### src/rtl/subleq_exec.sv
// Subleq execution responder: turns the awe/bwe/ramwe/pcwe strobes into operand fetch, write-back and branch.
// Optional macro SUBLEQ_RETIRE_CNT_EN adds the retired counter and last_leq outputs.
module subleq_exec #(
  parameter int DW = 8,
  parameter int AW = 8,
  parameter logic [AW-1:0] PC_RESET = '0
) (
  input  logic          clk,
  input  logic          rst,
  input  logic          selop,
  input  logic          awe,
  input  logic          bwe,
  input  logic          ramwe,
  input  logic          pcwe,
  output logic [AW-1:0] mem_addr,
  input  logic [DW-1:0] mem_rdata,
  output logic [DW-1:0] mem_wdata,
  output logic          mem_we,
  output logic [AW-1:0] pc,
  output logic          ready,
  output logic          seq_err,
`ifdef SUBLEQ_RETIRE_CNT_EN
  output logic [15:0]   retired,
  output logic          last_leq,
`endif
  output logic          halt
);

  typedef enum logic [2:0] {
    S_IDLE, S_A_PTR, S_A_VAL, S_B_PTR, S_B_VAL, S_WRITE, S_BRANCH
  } state_t;

  state_t        r_state;
  state_t        w_next;
  logic [1:0]    r_phase;
  logic          r_err;
  logic          r_halt;
  logic [AW-1:0] r_pc;
  logic [AW-1:0] r_addr_a;
  logic [AW-1:0] r_addr_b;
  logic [DW-1:0] r_a_val;
  // Only B - A is consumed downstream, so the raw B value is folded straight into r_diff.
  logic [DW-1:0] r_diff;

  logic [3:0]    w_strb;
  logic          w_any;
  logic          w_phase_ok;
  logic          w_legal;
  logic          w_accept;
  logic          w_err;
  logic          w_leq;
  logic [AW-1:0] w_pc_new;

  assign w_strb     = {awe, bwe, ramwe, pcwe};
  assign w_any      = |w_strb;
  assign ready      = (r_state == S_IDLE) && !r_halt;

  always_comb begin
    w_phase_ok = 1'b0;
    case (r_phase)
      2'd0:    w_phase_ok = awe;
      2'd1:    w_phase_ok = bwe;
      2'd2:    w_phase_ok = ramwe;
      default: w_phase_ok = pcwe;
    endcase
  end

  assign w_legal  = $onehot(w_strb) && w_phase_ok && (selop == bwe);
  assign w_accept = ready && w_legal;
  assign w_err    = w_any && !r_halt && (!ready || !w_legal);

  assign w_leq    = (r_diff == '0) || r_diff[DW-1];
  assign w_pc_new = w_leq ? mem_rdata[AW-1:0] : r_pc + AW'(3);

  always_comb begin
    w_next    = r_state;
    mem_addr  = r_pc;
    mem_we    = 1'b0;
    mem_wdata = '0;
    case (r_state)
      S_IDLE: begin
        if (w_accept) begin
          if (awe)        w_next = S_A_PTR;
          else if (bwe)   w_next = S_B_PTR;
          else if (ramwe) w_next = S_WRITE;
          else            w_next = S_BRANCH;
        end
      end
      S_A_PTR: w_next = S_A_VAL;
      S_A_VAL: begin
        mem_addr = r_addr_a;
        w_next   = S_IDLE;
      end
      S_B_PTR: begin
        mem_addr = r_pc + AW'(1);
        w_next   = S_B_VAL;
      end
      S_B_VAL: begin
        mem_addr = r_addr_b;
        w_next   = S_IDLE;
      end
      S_WRITE: begin
        mem_addr  = r_addr_b;
        mem_wdata = r_diff;
        mem_we    = 1'b1;
        w_next    = S_IDLE;
      end
      S_BRANCH: begin
        mem_addr = r_pc + AW'(2);
        w_next   = S_IDLE;
      end
      default: w_next = S_IDLE;
    endcase
  end

  always_ff @(posedge clk or posedge rst) begin
    if (rst) begin
      r_state <= S_IDLE;
      r_phase <= 2'd0;
      r_err   <= 1'b0;
    end else begin
      r_state <= w_next;
      if (w_accept) r_phase <= r_phase + 2'd1;
      if (w_err)    r_err   <= 1'b1;
    end
  end

  always_ff @(posedge clk or posedge rst) begin
    if (rst) begin
      r_pc     <= PC_RESET;
      r_addr_a <= '0;
      r_addr_b <= '0;
      r_a_val  <= '0;
      r_diff   <= '0;
      r_halt   <= 1'b0;
    end else begin
      case (r_state)
        S_A_PTR: r_addr_a <= mem_rdata[AW-1:0];
        S_A_VAL: r_a_val  <= mem_rdata;
        S_B_PTR: r_addr_b <= mem_rdata[AW-1:0];
        S_B_VAL: r_diff   <= mem_rdata - r_a_val;
        S_BRANCH: begin
          r_pc <= w_pc_new;
          if (w_pc_new == '1) r_halt <= 1'b1;
        end
        default: ;
      endcase
    end
  end

`ifdef SUBLEQ_RETIRE_CNT_EN
  logic [15:0] r_retired;
  logic        r_last_leq;

  // Only a BRANCH exit counts, so the count naturally holds once halted.
  always_ff @(posedge clk or posedge rst) begin
    if (rst) begin
      r_retired  <= 16'd0;
      r_last_leq <= 1'b0;
    end else if (r_state == S_BRANCH) begin
      r_retired  <= r_retired + 16'd1;
      r_last_leq <= w_leq;
    end
  end

  assign retired  = r_retired;
  assign last_leq = r_last_leq;
`endif

  assign pc      = r_pc;
  assign seq_err = r_err;
  assign halt    = r_halt;

endmodule

### config.mk
export PLATFORM = sky130hd
export DESIGN_NAME = subleq_exec
export DESIGN_NICKNAME = d
export VERILOG_FILES = /design/src/rtl/subleq_exec.sv
export SDC_FILE = /design/constraint.sdc
export NUM_CORES = 1
export LEC_CHECK = 0
export BUFFER_PORTS_ARGS = -buffer_cell sky130_fd_sc_hd__buf_2
export CORE_MARGIN = 2
export CORE_UTILIZATION = 53
export DETAILED_ROUTE_END_ITERATION = 7
export GPL_TIMING_DRIVEN = 0
export MAX_ROUTING_LAYER = met4
export PLACE_DENSITY = 0.77
export SLEW_MARGIN = 5
export SYNTH_ARGS = -nofsm -noshare
export SYNTH_HDL_FRONTEND = slang
export SYNTH_SLANG_ARGS = --single-unit
### constraint.sdc
create_clock -name clk -period 1.8 [get_ports clk]
set_input_delay 0.09 -clock clk [delete_from_list [all_inputs] [get_ports clk]]
set_output_delay 0.09 -clock clk [all_outputs]
set_load 0.01 [all_outputs]
==> results.cfg, run 1 <==
[status]
result_of_the_run = finished, violations left
failed_checks = setup timing

[die]
die_outline_area_um2 = 6746
num_rows = 28
io-pin-count = 43
initial_utilization_pct = 54.65
core_area_um2 = 5921
die_h_um = 82.14
die_x_um = 82.14

[place]
placement.setup.worst_slack_ps = -367.6
port_buffers = 42
detailed_place.area_um2 = 3568
place_congestion = 0.9208
hpwl_after_dpl_mm = 6.382

[timing]
hold_viol = 0
grt_setup_unrepaired = yes
worst_hold_slack_ps = 74.30
tightestPinTransition_ps = 583.7
achievable-frequency_ghz = 0.4848
maxSlewViolCount = 0
relSlewSlack_pct = 61.09
final.setup_skew_ps = 10.45
layout_worst_path_cycle_share_pct = 114.6
setup_viol_count_final = 15
final.setup.worst_slack_ps = -262.7
post-route-min-period_ps = 2063

[final_layout]
layout.core_utilization_pct = 72.87
insertedDiodeCount = 0
layout.nets = 476
layout-area-overhead-vs-synth_pct = 33.33
stdcell_area_um2 = 4314
num-fill-cells = 397
post_route_cells_drive_above_1_share_pct = 38.24

[logic_synthesis]
largest_family_of_logic_cells_by_synthesized_area = compound AO/OA/AOI/OAI gates
synth-edff-count = 0
count_of_state_elements_after_synthesis = 47
adder_cell_fraction_of_synth_area_pct = 8.198
primary_flip_flop_cell_chosen_by_synthesis_mapping = dfrtp_1
syn-mean-instance-area_um2 = 9.013
synth_compound_area_share_pct = 20.03
yosys_warnings = 0
synth_nets = 394
yosys.area.top_type_share_pct = 36.35
synth_simple_gate_area_share_pct = 18.06
postSynth.asyncResetShare_pct = 100.0
synthesis.area_um2 = 3236
muxShareOfSynthArea_pct = 8.121
ys_seq_area_share_pct = 36.35
post_synth_num_cell_types = 59
synth_area_leaders = dfrtp_1 36%, ha_1 7.0%, mux2_2 6.3%
synth.largest_area_cell = dfrtp_1
netlist_instances = 359
yosys.area_share.xor_xnor_pct = 3.248

[worst_setup_path]
critical_path.endpoint_type = output port
cp-endpoint = mem_addr[3]
worst_path_cell_chain = buf_6, ha_4, buf_4, xnor2_2, a21oi_1, o221ai_1, o21ai_1, buf_2
timing.critical_path.arrival_ps = 1970
crit_required_ps = 1710
ff2ff_setup_slack_ps = -130
rr_worst_depth = 7
crit_path_max_fanout = 5
startpoint = pc[2]
r2r_start = r_state[2]
critPathMaxStageDelay_ps = 420
crit-reg2reg-capture = r_diff[5]
critical_path_source_type = flop
critPathSlowestCell = dfrtp_1
worst-setup-path-type = flop to output port

[clock_tree]
cts_max_level = 2
numCtsBuffers = 5
clk_root_buffer_cell = clkbuf_8
clock_latency_ps = 310
cts_tree = built
cts_num_sinks = 47
ctsLongestPathBuffers = 2
cts.reportedPaths.clkPinSlew_ps = 90

[power_and_ir_drop]
fin_total_pwr_w = 0.001986
cellPowerDensity_nw_per_um2 = 460.4
p_leak_nw = 1.982
vdd_ir_drop_max_mv = 0.3546

[grt]
grt_use_total_pct = 29.95
initial_antenna_violation_count = 0
grt_max_degree = 41
overflow_after_grt = 0
wire_length_of_the_first_global_routing_pass_mm = 14.87
first_global_vias = 3073

[min_path]
worstHoldPathType = input port to flop

[route]
total_routed_length_mm = 9.953
num_vias = 3324
drtAntennaViolNets = 0
viasPerCell = 6.429
post-route-drc-count = 0
detail_route.first_pass.iterations = 5
detail_route.iter0.violations = 318
detail_route.wl_per_cell_um = 19.25

[run]
drv.max_cap_violation_count = 0
[layer usage]
metal | global-route usage (%) | wire length [um] | up-vias
met5 | - | 0 | -
met4 | 12.33 | 285 | 0
met3 | 5.870 | 774 | 35
met2 | 47.48 | 4843 | 194
met1 | 37.66 | 4049 | 1615
li1 | - | - | 1480
[what timing repair did]
item,4_1_cts,5_1_grt
pin swaps,15,16
buffers inserted,19,18
setup endpoints to repair,45,31
hold buffers,1,0
endpoints found under the hold margin,47,0
gates resized for setup,71,45
[registers in the layout, indices dropped and copies added (netlist names)]
name      flops
pc            8
seq_err       1
r_diff        8
r_phase       2
r_state       3
r_a_val       8
r_addr_b      8
r_addr_a      8
halt          1
[logic make-up after synthesis]
logic type                 after synthesis
DFF                                     47
AOI/OAI and AO/OA                       97
muxes                                   24
adders and majority gates               20
xor gates and xnor gates                12
buffers and inverters                   49
and+or+nand+nor                        110
[layout by cell type, fill, tap and decap left out, types with 4 or more instances in the layout]
cell      count
nor2_1       14
inv_1        20
xnor2_1       6
ha_1         12
xor2_1        5
buf_2        41
buf_4        33
and3_1       13
or3_1         4
clkbuf_8      8
a21oi_1      22
dfrtp_1      41
ha_4          5
nor2_2        4
nand2_1      22
a21o_1        5
o22ai_1       4
mux2_2       17
buf_6        13
dfrtp_2       6
nand3_1       6
mux2i_1       6
nand3b_1      4
inv_2         5
nand4_1       6
nor3_1       10
o21ai_0      19
a211oi_1      6
[worst max-delay path: cells and delay by family, from the launching register on]
family | cells | cell delay (ps)
xor+xnor | 1 | 140
flops | 1 | 420
compound gates | 3 | 490
fa+ha+maj | 1 | 170
buf+inv | 3 | 460
[through the flow]
| step | instances | setup TNS [ps] |
|---|---|---|
| final | 517 | -1720 |
| after global routing | 517 | -3158 |
| after CTS | 503 | -1031 |
| after detailed placement | 477 | -5963 |
| after global placement | 476 | -4604 |
| after floorplan | 359 | -106.9 |
[cell type report]
type	instances	area, um^2	share of cell area (%)
clock buffer	7	86.33	2.001
timing repair buffer	80	545.5	12.64
clock inverter	1	8.758	0.2030
tap	75	93.84	2.175
buffer	17	165.2	3.828
sequential	47	1184	27.44
multi-input combinational	263	2121	49.16
inverter	27	110.1	2.552
[synth_stat cells (all sizes together) (6+ instances only)]
| master | instances |
|---|---|
| nand4 | 6 |
| ha | 18 |
| nand2 | 23 |
| a211oi | 6 |
| a21oi | 24 |
| dfrtp | 47 |
| mux2i | 6 |
| buf | 8 |
| and3 | 13 |
| clkbuf | 14 |
| nand3 | 9 |
| xnor2 | 7 |
| nor3 | 11 |
| inv | 26 |
| mux2 | 18 |
| o21ai | 21 |
| nor2 | 18 |
[worst min path at each step]
stage	startpoint	endpoint	slack, ps	cells after the start
2_1_floorplan	mem_rdata[1]	r_a_val[1]	210	2
3_3_place_gp	awe	r_state[0]	370	3
3_5_place_dp	rst	r_diff[1]	10	2
4_1_cts	awe	r_state[0]	70	3
5_1_grt	awe	r_state[0]	80	3
6_report	awe	r_state[0]	70	3
[power breakdown]
group	internal, W	switching, W	leakage (nW)
sequential	0.00108	0.0000250	0.547
combinational	0.0000804	0.000125	1.39
clock	0.000315	0.000363	0.0484
total	0.00147	0.000513	1.98
Note: power is estimated with default switching activity, not from simulation.
==> run 2: changes to the inputs <==
Settings changed: CORE_MARGIN 2 to not set.
==> run 2 against run 1 <==
- the flow still finishes with violations (setup timing)
- clock power increased by 5.5%
- highest routed layer unchanged
- routed wire length increased by 18%
- flip-flop and latch count unchanged
- non-clock buffer count increased by 13
- sequential power about the same
- critical path depth decreased by 1
- total power increased by 3.2%
- cell count increased by 2.5%
- utilization increased by 4.2 points
- critical path type unchanged
- die area decreased by 4.8%
- combinational power increased by 13%
- setup slack got worse by 110 ps
==> results.cfg, run 2 (same netlist as run 1, synthesis figures left out) <==
[place]
place_congestion = 0.8990
placement.setup.worst_slack_ps = -381.6
port_buffers = 42
hpwl_after_dpl_mm = 6.215

[clock_tree]
cts_num_sinks = 47
numCtsBuffers = 5
cts_tree = built
cts_max_level = 2
cts.reportedPaths.clkPinSlew_ps = 100
clk_root_buffer_cell = clkbuf_8
clock_latency_ps = 310
ctsLongestPathBuffers = 2

[worst_setup_path]
worst-path-stages = 7
startpoint = pc[0]
critPathBufInv = 3
timing.critical_path.max_delay_family = compound AO/OA/AOI/OAI gates
timing.critical_path.arrival_ps = 2080
cp-endpoint = mem_addr[5]
critPathSlowestCell = dfrtp_1
ff2ff_setup_slack_ps = -130
critical_path.endpoint_type = output port
critical_path_source_type = flop
rr_worst_depth = 6
crit_required_ps = 1710
r2r_start = r_state[0]
crit_path_max_fanout = 7
crit-reg2reg-capture = r_diff[5]
worst-setup-path-type = flop to output port
critPathMaxStageDelay_ps = 390
worst_path_cell_chain = clkbuf_8, buf_4, nand4_1, xor2_1, o22ai_1, a221o_1, buf_2

[final_layout]
layout-area-overhead-vs-synth_pct = 40.99
mostFrequentLayoutCells = 42 x buf_4, 42 x buf_2, 41 x dfrtp_1
post_route_cells_drive_above_1_share_pct = 41.76
layout.nets = 489
insertedDiodeCount = 0

[route]
post-route-drc-count = 0
drtAntennaViolNets = 0
detail_route.iter0.violations = 422
detailroute.wirelength.met2_mm = 5.691
metal3_wl_mm = 1.086
route.layer.met1.wl_mm = 4.371
num_vias = 3576
top_layer_used = met4
total_routed_length_mm = 11.77
detail_route.first_pass.iterations = 6
detail_route.wl_per_cell_um = 22.20
viasPerCell = 6.747

[die]
initial_utilization_pct = 54.65
io-pin-count = 43
die_h_um = 80.14
core_area_um2 = 5921
num_rows = 28
die_outline_area_um2 = 6422
die_x_um = 80.14

[grt]
first_global_vias = 3195
grt_max_degree = 42
initial_antenna_violation_count = 0
overflow_after_grt = 0
wire_length_of_the_first_global_routing_pass_mm = 15.71
grt_use_total_pct = 33.13

[min_path]
worst_hold_startpoint = awe
worstHoldPathType = input port to flop
hold-path-cell-count = 3

[timing]
layout_worst_path_cycle_share_pct = 120.8
final.setup.worst_slack_ps = -374.0
hold_viol = 0
final.setup_skew_ps = 9.673
tightestPinTransition_ps = 635.5
achievable-frequency_ghz = 0.4600
relSlewSlack_pct = 57.64
worst_hold_slack_ps = 76.30
grt_setup_unrepaired = yes
post-route-min-period_ps = 2174
maxSlewViolCount = 0
setup_viol_count_final = 19

[run]
drv.max_cap_violation_count = 0

[power_and_ir_drop]
vdd_ir_drop_max_mv = 0.4495
cellPowerDensity_nw_per_um2 = 449.4
p_leak_nw = 2.050

[status]
result_of_the_run = finished, violations left
failed_checks = setup timing
-- run 2: worst register-to-register path: stages, from the launching register on --
cell and delay [ps]:
dfrtp_2 460, buf_4 150, buf_6 110, or3b_4 400
or3_1 310, or3_1 350, nand3_1 80
-- run 2: layout make-up --
cell class / count / area [um^2]
timing repair buffer: 91 / 636.9
multi-input combinational: 263 / 2231
inverter: 27 / 108.9
clock inverter: 2 / 16.27
clock buffer: 6 / 82.58
tap: 75 / 93.84
fill: 347 / 1359
sequential: 47 / 1184
buffer: 19 / 209.0
-- run 2: how the worst min path moves through the flow --
stage | slack, ps | to
finish | 80 | r_state[0]
global route | 120 | r_a_val[4]
CTS | 70 | r_state[0]
detailed placement | -1 | r_diff[1]
global placement | 370 | r_state[0]
floorplan | 210 | r_a_val[1]
-- run 2: power by group --
part | switching [W] | total (W) | internal [W] | leakage, nW
clock network | 0.000400 | 0.000715 | 0.000315 | 0.0474
registers | 0.0000257 | 0.00110 | 0.00108 | 0.549
logic | 0.000142 | 0.000232 | 0.0000897 | 1.45
total | 0.000568 | 0.00205 | 0.00148 | 2.05
-- run 2: timing repair --
item / CTS / global route
setup buffers: 24 / 21
hold buffers: 1 / 0
endpoints found under the setup margin: 46 / 46
endpoints found under the hold margin: 47 / 0
pin swaps: 15 / 20
gates resized for setup: 74 / 65
gates cloned: 0 / 2
-- run 2: stage by stage --
| stage | instance area [um^2] | std cells | TNS (ps) | util [%] | power, W |
|---|---|---|---|---|---|
| 2_1_floorplan | 3244 | 359 | -106.9 | - | 0.001224 |
| 3_3_place_gp | 3548 | 476 | -5206 | 59.93 | 0.001292 |
| 3_5_place_dp | 3568 | 477 | -5542 | 60.27 | 0.001309 |
| 4_1_cts | 4149 | 509 | -1131 | 70.08 | 0.002016 |
| 5_1_grt | 4562 | 530 | -3608 | 77.05 | 0.002121 |
| 6_report | 4562 | 530 | -1946 | 77.05 | 0.002050 |
-- run 2: routing by layer --
layer	vias up	GRT usage, %
li1	1509	-
met1	1714	41.28
met2	283	53.93
met3	70	5.795
met4	0	12.32
met5	-	-
==> run 3: changes to the inputs <==
Settings changed: MAX_ROUTING_LAYER met4 to not set, SLEW_MARGIN 5 to not set.
==> run 3 against run 2 <==
- the flow still finishes with violations (setup timing)
- combinational power fell by 2%
- via count rose by 2.0%
- sequential power barely moved
- global-route usage fell by 0.91 points
- setup slack got worse by 44 ps
- routed wire length rose by 5.0%
- critical path depth did not move
- largest power group unchanged
- highest routed layer unchanged
==> results.cfg, run 3 (same netlist as run 1, synthesis figures left out) <==
[status]
result_of_the_run = finished, violations left
failed_checks = setup timing

[clock_tree]
clock_latency_ps = 320
clk_root_buffer_cell = clkbuf_8
cts_max_level = 2
cts_num_sinks = 47
numCtsBuffers = 5
cts.reportedPaths.clkPinSlew_ps = 100
cts_tree = built
ctsLongestPathBuffers = 2

[power_and_ir_drop]
comb_power_share_pct = 10.9
vdd_ir_drop_max_mv = 0.3148
p_seq_share_pct = 53.0
internal_power_w = 0.001517
cellPowerDensity_nw_per_um2 = 458.4
p_leak_nw = 2.026
power.net_switching_w = 0.0005661
swShare_pct = 27.17
clock_power_share_pct = 36.1

[route]
detail_route.iter0.violations = 582
drtAntennaViolNets = 0
total_routed_length_mm = 12.35
num_vias = 3647
viasPerCell = 6.933
detail_route.first_pass.iterations = 6
post-route-drc-count = 0
detail_route.wl_per_cell_um = 23.49

[final_layout]
layout-area-overhead-vs-synth_pct = 40.49
mostFrequentLayoutCells = 40 x dfrtp_1, 39 x buf_2, 36 x buf_4
layout.core_utilization_pct = 76.78
insertedDiodeCount = 0
post_route_cells_drive_above_1_share_pct = 42.13
final_common_cell = dfrtp_1
layout.nets = 485
stdcell_area_um2 = 4546

[worst_setup_path]
crit-reg2reg-capture = halt
rr_worst_depth = 8
ff2ff_setup_slack_ps = -180
crit_required_ps = 1710
critical_path_source_type = flop
crit_path_max_fanout = 7
r2r_start = pc[0]
critical_path.endpoint_type = output port
timing.critical_path.arrival_ps = 2130
worst-setup-path-type = flop to output port

[timing]
post-route-min-period_ps = 2218
relSlewSlack_pct = 59.94
tightestPinTransition_ps = 600.8
final.setup.worst_slack_ps = -418.2
worst_hold_slack_ps = 45.33
hold_viol = 0
setup_viol_count_final = 21
maxSlewViolCount = 0
grt_setup_unrepaired = yes
layout_worst_path_cycle_share_pct = 123.2
final.setup_skew_ps = 14.15
tns_setup_ps = -2797
achievable-frequency_ghz = 0.4508

[place]
place_congestion = 0.8867
port_buffers = 42
detailed_place.area_um2 = 3568
hpwl_after_dpl_mm = 6.248

[die]
die_outline_area_um2 = 6422
num_rows = 28
die_x_um = 80.14
core_area_um2 = 5921
io-pin-count = 43
die_h_um = 80.14
initial_utilization_pct = 54.65

[grt]
overflow_after_grt = 0
initial_antenna_violation_count = 0
wire_length_of_the_first_global_routing_pass_mm = 15.64
grt_max_degree = 41
grt_use_total_pct = 32.21
first_global_vias = 3173

[min_path]
worstHoldPathType = input port to flop
worst_hold_startpoint = bwe
hold-path-cell-count = 3
end_point_of_the_worst_hold_path = r_state[0]

[run]
drv.max_cap_violation_count = 0
-- run 3: cell types whose count changed in the layout (fill, tap and decap cells not counted), moves of 3 or more --
cell / previous run / this run
inv_1: 22 / 19
buf_4: 42 / 36
clkbuf_2: 0 / 3
buf_2: 42 / 39
-- run 3: cell type report --
type	count	area [um^2]
Multi-Input combinational cell	263	2218
Fill cell	356	1375
Sequential cell	47	1185
Timing Repair Buffer	88	656.9
Buffer	18	176.4
Inverter	27	111.4
Clock buffer	7	96.34
Tap cell	75	93.84
Clock inverter	1	7.507
-- run 3: power by group through the flow --
| stage | Combinational [W] | Clock [W] | Sequential (W) |
|---|---|---|---|
| 4_1_cts | 0.000202 | 0.000736 | 0.00110 |
| 2_1_floorplan | 0.000112 | 0 | 0.00111 |
| 6_report | 0.000228 | 0.000752 | 0.00110 |
| 5_1_grt | 0.000249 | 0.000793 | 0.00111 |
| 3_3_place_gp | 0.000177 | 0 | 0.00112 |
| 3_5_place_dp | 0.000191 | 0 | 0.00112 |
-- run 3: what timing repair did --
action                                  in CTS  in global routing
endpoints found under the hold margin       47                  0
setup buffers                               16                 27
hold buffers                                 1                  0
pin swaps                                    9                 21
endpoints found under the setup margin      46                 32
resized for setup                           75                 68
cloned                                       0                  1
-- run 3: metrics by stage --
stage	total power, W	setup WS (ps)	std cells
6_report	0.002084	-418.2	526
3_5_place_dp	0.001307	-360.5	477
3_3_place_gp	0.001292	-316.9	476
5_1_grt	0.002149	-458.3	526
2_1_floorplan	0.001224	-106.9	359
4_1_cts	0.002035	-203.3	500
-- run 3: worst max-delay path by stage --
stage | to | start | slack [ps] | depth (start not counted)
after floorplan | r_phase[1] | awe | -110 | 8
after global placement | r_phase[1] | awe | -320 | 9
after detailed placement | r_phase[1] | bwe | -360 | 9
after CTS | mem_addr[6] | r_state[0] | -200 | 5
after global routing | mem_addr[5] | pc[1] | -460 | 6
final | mem_addr[5] | pc[0] | -420 | 7
-- run 3: per-layer routing --
| layer | wire length [um] | track usage (%) | share of wire, % |
|---|---|---|---|
| met1 | 4573 | 40.27 | 37 |
| met2 | 5708 | 51.97 | 46 |
| met3 | 1300 | 6.136 | 11 |
| met4 | 772 | 18.21 | 6.2 |
| met5 | 0 | 0 | 0 |
-- run 3: worst max-delay path, cell delays in order (launching register included) --
cell	delay, ps
dfrtp_1	390
clkbuf_8	150
buf_4	150
nand4_1	180
xor2_1	270
o22ai_1	160
a221o_1	370
buf_2	140
